`src/rtl/program_loader.sv`:
```
// Boot loader: assembles little-endian words from a byte stream into instruction memory and holds the core in reset until the image is complete.
// Optional trailer checksum verification is compiled in with `define LOADER_CHECKSUM_EN.
module program_loader #(
  parameter logic [63:0] BASE_ADDR = 64'd0,
  parameter int          MAX_WORDS = 64,
  parameter int          CNT_WIDTH = 16
) (
  input  logic                 clk,
  input  logic                 reset,
  input  logic                 in_valid,
  input  logic [7:0]           in_data,
  output logic                 in_ready,
  input  logic                 reload,
  output logic                 imem_we,
  output logic [63:0]          imem_addr,
  output logic [31:0]          imem_wdata,
  output logic                 core_reset,
  output logic                 load_done,
  output logic                 load_error,
  output logic [CNT_WIDTH-1:0] words_loaded
);

  typedef enum logic [2:0] {
    S_HDR,
    S_LOAD,
`ifdef LOADER_CHECKSUM_EN
    S_CHK,
`endif
    S_DONE,
    S_ERROR
  } state_t;

  localparam logic [CNT_WIDTH-1:0] CNT_ONE = CNT_WIDTH'(1);

  state_t      state;
  logic [1:0]  byte_idx;
  logic [23:0] asm_lo;
  logic [31:0] word_total;
`ifdef LOADER_CHECKSUM_EN
  logic [31:0] checksum;
`endif

  logic        accept;
  logic        last_byte;
  logic [31:0] word_full;
  logic        last_word;
  logic [63:0] next_addr;

  // Byte assembly: the 4th byte completes the word combinationally
  assign accept    = in_valid && in_ready;
  assign last_byte = accept && (byte_idx == 2'd3);
  assign word_full = {in_data, asm_lo};
  assign last_word = (32'(words_loaded) + 32'd1) == word_total;
  assign next_addr = BASE_ADDR + (64'(words_loaded) << 2);

  always_ff @(posedge clk or negedge reset) begin
    if (!reset) begin
      state        <= S_HDR;
      byte_idx     <= 2'd0;
      asm_lo       <= 24'd0;
      word_total   <= 32'd0;
`ifdef LOADER_CHECKSUM_EN
      checksum     <= 32'd0;
`endif
      in_ready     <= 1'b1;
      imem_we      <= 1'b0;
      imem_addr    <= BASE_ADDR;
      imem_wdata   <= 32'd0;
      core_reset   <= 1'b1;
      load_done    <= 1'b0;
      load_error   <= 1'b0;
      words_loaded <= '0;
    end else if (reload) begin
      state        <= S_HDR;
      byte_idx     <= 2'd0;
`ifdef LOADER_CHECKSUM_EN
      checksum     <= 32'd0;
`endif
      in_ready     <= 1'b1;
      imem_we      <= 1'b0;
      core_reset   <= 1'b1;
      load_done    <= 1'b0;
      load_error   <= 1'b0;
      words_loaded <= '0;
    end else begin
      imem_we <= 1'b0;
      if (accept) begin
        byte_idx <= byte_idx + 2'd1;
        case (byte_idx)
          2'd0:    asm_lo[7:0]   <= in_data;
          2'd1:    asm_lo[15:8]  <= in_data;
          2'd2:    asm_lo[23:16] <= in_data;
          default: ;
        endcase
      end
      // Control stage: state transitions and the registered write strobe
      case (state)
        S_HDR: begin
          if (last_byte) begin
            word_total <= word_full;
            if (word_full == 32'd0) begin
`ifdef LOADER_CHECKSUM_EN
              state     <= S_CHK;
`else
              state     <= S_DONE;
              load_done <= 1'b1;
              in_ready  <= 1'b0;
`endif
            end else if (word_full > 32'(MAX_WORDS)) begin
              state      <= S_ERROR;
              load_error <= 1'b1;
              in_ready   <= 1'b0;
            end else begin
              state <= S_LOAD;
            end
          end
        end
        S_LOAD: begin
          if (last_byte) begin
            imem_we      <= 1'b1;
            imem_addr    <= next_addr;
            imem_wdata   <= word_full;
            words_loaded <= words_loaded + CNT_ONE;
`ifdef LOADER_CHECKSUM_EN
            checksum     <= checksum + word_full;
            if (last_word) state <= S_CHK;
`else
            if (last_word) begin
              state     <= S_DONE;
              load_done <= 1'b1;
              in_ready  <= 1'b0;
            end
`endif
          end
        end
`ifdef LOADER_CHECKSUM_EN
        S_CHK: begin
          if (last_byte) begin
            in_ready <= 1'b0;
            if (word_full == checksum) begin
              state     <= S_DONE;
              load_done <= 1'b1;
            end else begin
              state      <= S_ERROR;
              load_error <= 1'b1;
            end
          end
        end
`endif
        S_DONE: begin
          // Released one cycle after entry so the final write commits first
          core_reset <= 1'b0;
        end
        S_ERROR: ;
        default: state <= S_ERROR;
      endcase
    end
  end

endmodule

```
`config.mk`:
```
export PLATFORM = sky130hd
export DESIGN_NAME = program_loader
export DESIGN_NICKNAME = d
export VERILOG_FILES = /design/src/rtl/program_loader.sv
export SDC_FILE = /design/constraint.sdc
export NUM_CORES = 1
export LEC_CHECK = 0
export CAP_MARGIN = 20
export CORE_ASPECT_RATIO = 1.5
export CORE_MARGIN = 2
export CORE_UTILIZATION = 51
export CTS_CLUSTER_DIAMETER = 80
export DETAILED_ROUTE_END_ITERATION = 6
export PLACE_DENSITY = 0.82
export REMOVE_ABC_BUFFERS = 1
export SLEW_MARGIN = 20
export SYNTH_ARGS = -nofsm -noshare
export SYNTH_HDL_FRONTEND = slang
export SYNTH_SLANG_ARGS = --single-unit
```
`constraint.sdc`:
```
create_clock -name clk -period 2.9 [get_ports clk]
set_input_delay 0.58 -clock clk [delete_from_list [all_inputs] [get_ports clk]]
set_output_delay 0.58 -clock clk [all_outputs]
set_load 0.03 [all_outputs]
```
Word level (Yosys, flattened, before mapping)
Cells that the tools add are included.
- word-level logic and storage cells: 91
- output and inout port bits: 117
- input port bits: 12
- flip-flop bits (word level): 130
- reductions and logical operators: 23
- order comparisons: 1
- bitwise operators: 1
- eq/ne operators: 14
- muxes and demuxes: 35
- $add $sub $neg: 3
- operator list (kind ; number):
    16-bit two-way mux ; 3
    17-bit by 32-bit equality test with 1-bit output ; 1
    32-bit by 7-bit greater-than comparator with 1-bit output, second input constant ; 1
    32-bit zero test ; 1
    1-bit two-way mux ; 21
    16-bit by 1-bit adder with 17-bit output, second input constant ; 1
    16-bit by 1-bit adder with 16-bit output, second input constant ; 1
    3-bit AND reduction ; 5
    3-bit two-way mux ; 4
    3-bit inequality test, second input constant ; 4
    2-bit nonzero test ; 6
    5-bit AND reduction ; 2
    3-bit case mux with 3 select lines ; 1
    2-bit two-way mux ; 4
    4-bit AND reduction ; 2
    3-bit by 2-bit equality test with 1-bit output, second input constant ; 2
    2-bit equality test, second input constant ; 2
    4-bit inequality test, second input constant ; 1
    1-bit case mux with 2 select lines ; 2
    3-bit by 1-bit equality test with 1-bit output, second input constant ; 1
    3-bit zero test ; 1
    3-bit nonzero test ; 1
    2-bit by 1-bit adder with 2-bit output, second input constant ; 1
    2-bit by 1-bit equality test with 1-bit output, second input constant ; 1
    other kinds (7) ; 8

Logic depth before layout (Yosys ltp)
Gate-level depths: netlist of run 1.
- word-level depth: 6
- mapped depth: 8
- depth with buffers taken out: 7

Worst setup path after synthesis of run 1
OpenSTA, ideal clock, no wires.
- path kind: flip-flop to flip-flop
- start point: register words_loaded[0]
- end point: register load_done
- setup time: 0.067 ns
- path buffers: 0
- arrival time: 2.473 ns
- cell stages (with the launch flop): 8
- required time: 2.833 ns
- period minus slack after synthesis: 2.540 ns
- setup slack: 0.360 ns
- path through: dfrtp_1 > ha_1 > nand4_2 > nor4_1 > xor2_1 > or4_4 > nor4_4 > o311a_1
- word-level cells in the longest chain between the ends: 4
- RTL lines (what ; line ; RTL):
    start: declaration ; 20 ; output logic [CNT_WIDTH-1:0] words_loaded
    start signal: assignment ; 123 ; words_loaded <= words_loaded + CNT_ONE;
    16-bit by 1-bit adder with 17-bit output ; 53 ; assign last_word = (32'(words_loaded) + 32'd1) == word_total;
    17-bit by 32-bit equality test with 1-bit output ; 53 ;
    3-bit inequality test (no line) ; -- ;
    5-bit AND reduction (no line) ; -- ;
    end signal: assignment ; 70 ; load_done <= 1'b0;
    end signal: assignment ; 82 ; load_done <= 1'b0;
    end signal: assignment ; 106 ; load_done <= 1'b1;
    end: declaration ; 18 ; output logic load_done,
No other way between the ends.
A chain may end at the register's enable or synchronous reset.

Worst setup path after layout of run 1
- start point: register words_loaded[0]
- end point: register state[1]
- word-level cells in the longest chain between the ends: 4
- RTL lines (what ; line ; RTL):
    16-bit by 1-bit adder with 17-bit output ; 53 ;
    17-bit by 32-bit equality test with 1-bit output ; 53 ;
    3-bit inequality test (no line) ; -- ;
    4-bit AND reduction (no line) ; -- ;
    end signal: assignment ; 58 ; state <= S_HDR;
    end signal: assignment ; 74 ; state <= S_HDR;
    end signal: assignment ; 105 ; state <= S_DONE;
    end: declaration ; 35 ; state_t state;
No other way between the ends.

==> results of run 1 <==
placed cells by master, fill, tap and decap left out, types with 3 or more instances in the layout:
| cell type | instances |
|---|---|
| nand3_1 | 4 |
| nand2_1 | 22 |
| mux2_2 | 81 |
| nor4_1 | 12 |
| clkinvlp_4 | 3 |
| ha_1 | 5 |
| or3_1 | 4 |
| o21ai_1 | 5 |
| xor2_1 | 14 |
| nor3_1 | 11 |
| clkbuf_16 | 17 |
| nand4_1 | 6 |
| mux2_1 | 24 |
| a21oi_1 | 7 |
| buf_12 | 3 |
| inv_1 | 6 |
| dfrtp_1 | 127 |
| conb_1 | 48 |
| clkdlybuf4s50_1 | 79 |
| buf_4 | 16 |
| o21ai_0 | 5 |
| bufinv_16 | 3 |
| nor2_1 | 27 |
| xnor2_1 | 18 |
area by class of cell:
type | count | area [µm²] | share of cell area (%)
Clock buffer | 21 | 460 | 6.08
Clock inverter | 11 | 153 | 2.02
Inverter | 6 | 22.5 | 0.297
Multi-Input combinational cell | 331 | 2550 | 33.7
Sequential cell | 129 | 3230 | 42.6
Tap cell | 150 | 188 | 2.48
Timing Repair Buffer | 98 | 971 | 12.8
state kept, by name (all words and copies together), names as in the netlist, 2 cells and up:
name / flops
imem_wdata: 32
imem_addr: 16
word_total: 32
asm_lo: 24
words_loaded: 16
byte_idx: 2
state: 2
where the power goes:
group	switching [mW]	internal (mW)	leakage, nW
clock network	0.798	1.40	0.290
registers	0.208	2.00	1.74
logic	0.308	0.262	1.54
total	1.31	3.66	3.57
path summary, 6_finish.rpt:
path                                   to  slack (ns)  cells after the start
setup / recovery                 state[1]        0.25                      7
hold / removal             imem_wdata[30]        0.20                      1
setup reg to reg                 state[1]        0.25                      7
hold reg to reg              imem_addr[5]        0.48                      1
max in group asynchronous      core_reset        2.01                      2
min in group clk             imem_addr[5]        0.48                      1
stage by stage:
stage | power [mW] | utilization, % | setup slack, ns
after detailed placement | 2.80 | 60.1 | 0.197
after global routing | 5.18 | 65.3 | 0.0353
after CTS | 5.01 | 65.3 | 0.197
after floorplan | 2.56 | - | -0.788
final | 4.98 | 65.3 | 0.245
after global placement | 2.76 | 60.1 | 0.255
metal layers:
metal	global-route usage, %	vias to the layer above
met2	41.9	152
met1	24.6	2037
li1	-	1808
met3	5.31	29
met5	0	-
met4	9.56	0
logic make-up (layout without fill, tap and decap cells):
logic type      count (synthesis)  count (layout)  share of synthesized area (%)
buf+inv                        76             136                           8.03
fa+ha+maj                       5               5                           1.03
other cells                     1              48                         0.0617
compound gates                 31              31                           3.33
simple gates                  109             109                           10.2
mux                           106             106                           19.6
flops                         129             129                           53.1
xor+xnor                       32              32                           4.61
==> impl_results.md, run 1 <==
* # setup viols final at 0
* Max-slew headroom at the worst pin at between 50 and 60%
* CTS tree: yes
* Via density at around 5.4
* RSZ-0062 raised after global routing: no
* Hold Path Class: in2async
* Post-CTS Resized at 0
* Sequential share of the synthesized area at 53.1%
* # Max-Cap Violations at 0
* Initial DRC Count at 194
* CP Capture Type: register
* Fin crit period at roughly 2.7 ns
* WL final at roughly 13,000 µm
* TritonCTS sink count at roughly 130
* Synth Instances at just under 500
* Dpl cell area at 6960 µm²
* Worst-path maximum fanout at 6
* Commonest cells post-synth: 127 x dfrtp_1, 81 x mux2_2, 53 x buf_4
* Post-CTS setup buffer count at 0
* RR Startpoint: words_loaded[0]
* Top FF cell, synth: dfrtp_1
* Design Area, Final at about 7600 µm²
* Worst EP arrival at between 3 and 4 ns
* Reg clk slew, reported paths at approximately 0.060 ns
* Cell area after synthesis at between 6000 and 7000 µm²
* Vias in the first global route at between 4k and 5k
* Initial Util at between 50% and 60%
* Slew Viols, Final at 0
* Leak pwr at ~3.6 nW
* Status: finished clean
* Placed Cells at ~710
* Layout cells sized above 1 at between 20% and 30%
* Worst slew pin tran at 0.678 ns
* CTS Buffer Depth at 2
* Drt first pass iters at 4
* P per Cell Area at around 660 nW/µm²
* Asr flop ratio synth at 100%
* Global-route wire length before repair at around 22,000 µm
* Antenna violations before repair at 0
* Crit-path slowest cell: or4_4
* Avg Synthesized Cell Area at around 12 µm²
* Post-DRT Antenna Nets at 0
* CP Buf/Inv Count at 0
* Dpl hpwl at approximately 9400 µm
* Vias at between 4k and 5k
* Max incr delay on CP at ~0.51 ns
* Count leader, synth: dfrtp_1
* Ports at approximately 130
* Critical-path cell list: ha_1 -> nand4_2 -> nor4_1 -> xor2_1 -> or4_4 -> nor4_4 -> o311a_1
* CTS hold repair buffers at 0
* Total grt overflow at 0
* Top achievable clock speed at 377 MHz
* # DRC at 0
* Worst-Skew Late Latency at around 0.42 ns
* Die area at approximately 13,000 µm²
* PortBufs at 80
* Synth area leader: dfrtp_1
* Final nets at 600
* M1 wire length at slightly below 5000 µm
* Dominant cells by area after synthesis: dfrtp_1 52%, mux2_2 15%, buf_4 6.5%
* Number of H-tree levels at 4
* Layout Cells excl Fill at about 750
* Met2 WL at around 7500 µm
* Top Family by Delay on Critical Path: simple AND/OR/NAND/NOR gates
* Post-Route Setup TNS at 0 ns
* Routability congestion estimate at ~0.9
* Num CTS Buffers at 17
* Worst EP required at about 3.3 ns
* Rows at 48
* Netlist cell types at 51
* EDFF count, synth at 0
* Peak supply drop at between 0.0004 and 0.0005 V
* Crit path launch type: register
* Yosys top cell area share at 52.3%
* Largest net degree at the start of global routing at between 50 and 60
* Crit path from: words_loaded[0]
* Warnings, synthesis at 0
* Die X at 93.1 µm
* Antenna cells at 0
* Final hold violations at 0
* Max Clock Skew at 0.00904 ns
* Register bit total from synthesis at 129
* Period utilisation layout at 91.6%
* Core ar. at 11,600 µm²
* Hold WS at between 0.2 and 0.25 ns
* Fillers at 839
* Chip Height at around 140 µm
* Area delta synth->final at 24.6%
* Wire length on met3 at about 570 µm
* Global-route usage over all layers at a little under a quarter
* Max Used Layer: met4
* Root Buffer: clkbuf_16
* Kind of critical path: reg2reg
* Avg WL per Cell at 17.8 µm
No activity file was read; power rests on OpenSTA's default activity.
==> inputs of run 2 (changes only) <==
--- a/config.mk
+++ b/config.mk
@@ -6,7 +6,7 @@
 export NUM_CORES = 1
 export LEC_CHECK = 0
 export CAP_MARGIN = 20
-export CORE_ASPECT_RATIO = 1.5
+export CORE_ASPECT_RATIO = 0.8
 export CORE_MARGIN = 2
 export CORE_UTILIZATION = 51
 export CTS_CLUSTER_DIAMETER = 80
==> impl_results.md, run 2 (synthesis gave the netlist of run 1 again) <==
* CP Buf/Inv Count at 0
* Biggest regs: imem_wdata: 32 flops, word_total: 32 flops, asm_lo: 24 flops
* Dpl hpwl at 9080 µm
* # DRC at 0
* Share of the core filled with cells at between 60% and 70%
* Layout cells sized above 1 at a little under a quarter
* Final hold violations at 0
* Peak supply drop at roughly 0.00053 V
* Layout Cells excl Fill at 740
* Num CTS Buffers at 17
* Die X at 126 µm
* Max Clock Skew at approximately 0.0067 ns
* Chip Height at 102 µm
* RSZ-0062 raised after global routing: no
* Placed Cells at just over 700
* CTS hold repair buffers at 0
* Kind of critical path: reg2reg
* Pre-CTS setup slack at between 0.15 and 0.2 ns
* Leak pwr at 3.57 nW
* Reg clk slew, reported paths at approximately 0.050 ns
* Post-CTS setup buffer count at 0
* Vias in the first global route at approximately 4k
* Critical-path cell list: ha_1 -> nand4_2 -> nor4_1 -> xor2_1 -> or4_4 -> nor4_4 -> o311a_1
* RR Startpoint: words_loaded[0]
* Max incr delay on CP at 0.52 ns
* Total grt overflow at 0
* Global-route usage over all layers at a little over a fifth
* Top Family by Delay on Critical Path: simple AND/OR/NAND/NOR gates
* WL final at between 10,000 and 15,000 µm
* Die area at between 10,000 and 15,000 µm²
* Root Buffer: clkbuf_16
* Antenna cells at 0
* Top achievable clock speed at around 380 MHz
* Hold Path Class: in2async
* Crit path from: words_loaded[0]
* Dpl cell area at approximately 7000 µm²
* Total Power at between 5 and 6 mW
* Core ar. at around 12,000 µm²
* Most frequent cells in the layout: 127 x dfrtp_1, 81 x mux2_2, 79 x clkdlybuf4s50_1, 48 x conb_1, 27 x nor2_1
* Worst-Skew Late Latency at between 0.4 and 0.5 ns
* P per Cell Area at 677 nW/µm²
* Initial DRC Count at approximately 160
* # Max-Cap Violations at 0
* Global-route wire length before repair at ~21,000 µm
* TritonCTS sink count at approximately 130
* Number of H-tree levels at 4
* PortBufs at 80
* Avg WL per Cell at 17.7 µm
* # setup viols final at 0
* Vias at 3,975
* Final worst slack at 0.262 ns
* Worst-path maximum fanout at 6
* CTS tree: yes
* Worst EP arrival at 2.98 ns
* Period utilisation layout at about nine tenths
* Routability congestion estimate at between 0.8 and 0.9
* CP Capture Type: register
* Crit path launch type: register
* Largest net degree at the start of global routing at about 60
* Fin crit period at 2.64 ns
* CTS Buffer Depth at 2
* Initial Util at 52.6%
* Via density at 5.37
* Post-CTS Resized at 0
* Post-DRT Antenna Nets at 0
* Worst EP required at between 3 and 4 ns
* Area delta synth->final at 24.9%
* Final nets at approximately 600
* Rows at 35
* Antenna violations before repair at 0
* Ports at 129
* Design Area, Final at 7590 µm²
* Slew Viols, Final at 0
* Worst slew pin tran at between 0.7 and 0.8 ns
* Drt first pass iters at 4
* Crit-path slowest cell: or4_4
* Fillers at 850
* Commonest non-fill, non-tap cell in the layout: dfrtp_1
* Max-slew headroom at the worst pin at 48.9%
* Status: finished clean
run 2: cell count changes in the layout (fill, tap and decap cells not counted), sizes merged:
cell / delta
buf: -4
clkinvlp: -1
clkbuf: -1
bufinv: +2
clkinv: +1
inv: -1
run 2: final cells by class:
type / count / area, µm² / area share [%]
Clock buffer: 20 / 457 / 6.02
Inverter: 6 / 22.5 / 0.297
Timing Repair Buffer: 94 / 941 / 12.4
Tap cell: 148 / 185 / 2.44
Sequential cell: 129 / 3230 / 42.6
Multi-Input combinational cell: 331 / 2550 / 33.6
Clock inverter: 12 / 205 / 2.70
run 2: final timing paths:
kind                       slack, ns            end  cells after the start
min                             0.22  imem_addr[15]                      1
max reg2reg                     0.26       state[1]                      7
min in group clk                0.48     core_reset                      2
max                             0.26       state[1]                      7
max in group asynchronous       1.90     core_reset                      2
min reg2reg                     0.48     core_reset                      2
run 2: per-layer routing:
| metal | vias to the layer above | routed length (µm) | GRT usage (%) |
|---|---|---|---|
| met3 | 19 | 714 | 5.23 |
| li1 | 1808 | - | - |
| met2 | 147 | 6380 | 36.5 |
| met5 | - | 0 | 0 |
| met4 | 0 | 252 | 9.13 |
| met1 | 2001 | 5780 | 27.3 |
run 2: stage by stage:
step | hold WS (ns) | setup TNS, ns
floorplan | 0.284 | -59.31
global placement | 0.467 | 0
detailed placement | 0.471 | 0
CTS | 0.259 | 0
global route | 0.282 | 0
finish | 0.225 | 0
run 2: power breakdown:
part	switching, mW	internal [mW]
Sequential	0.206	2.00
Clock	0.796	1.58
Combinational	0.308	0.259
Total	1.31	3.83
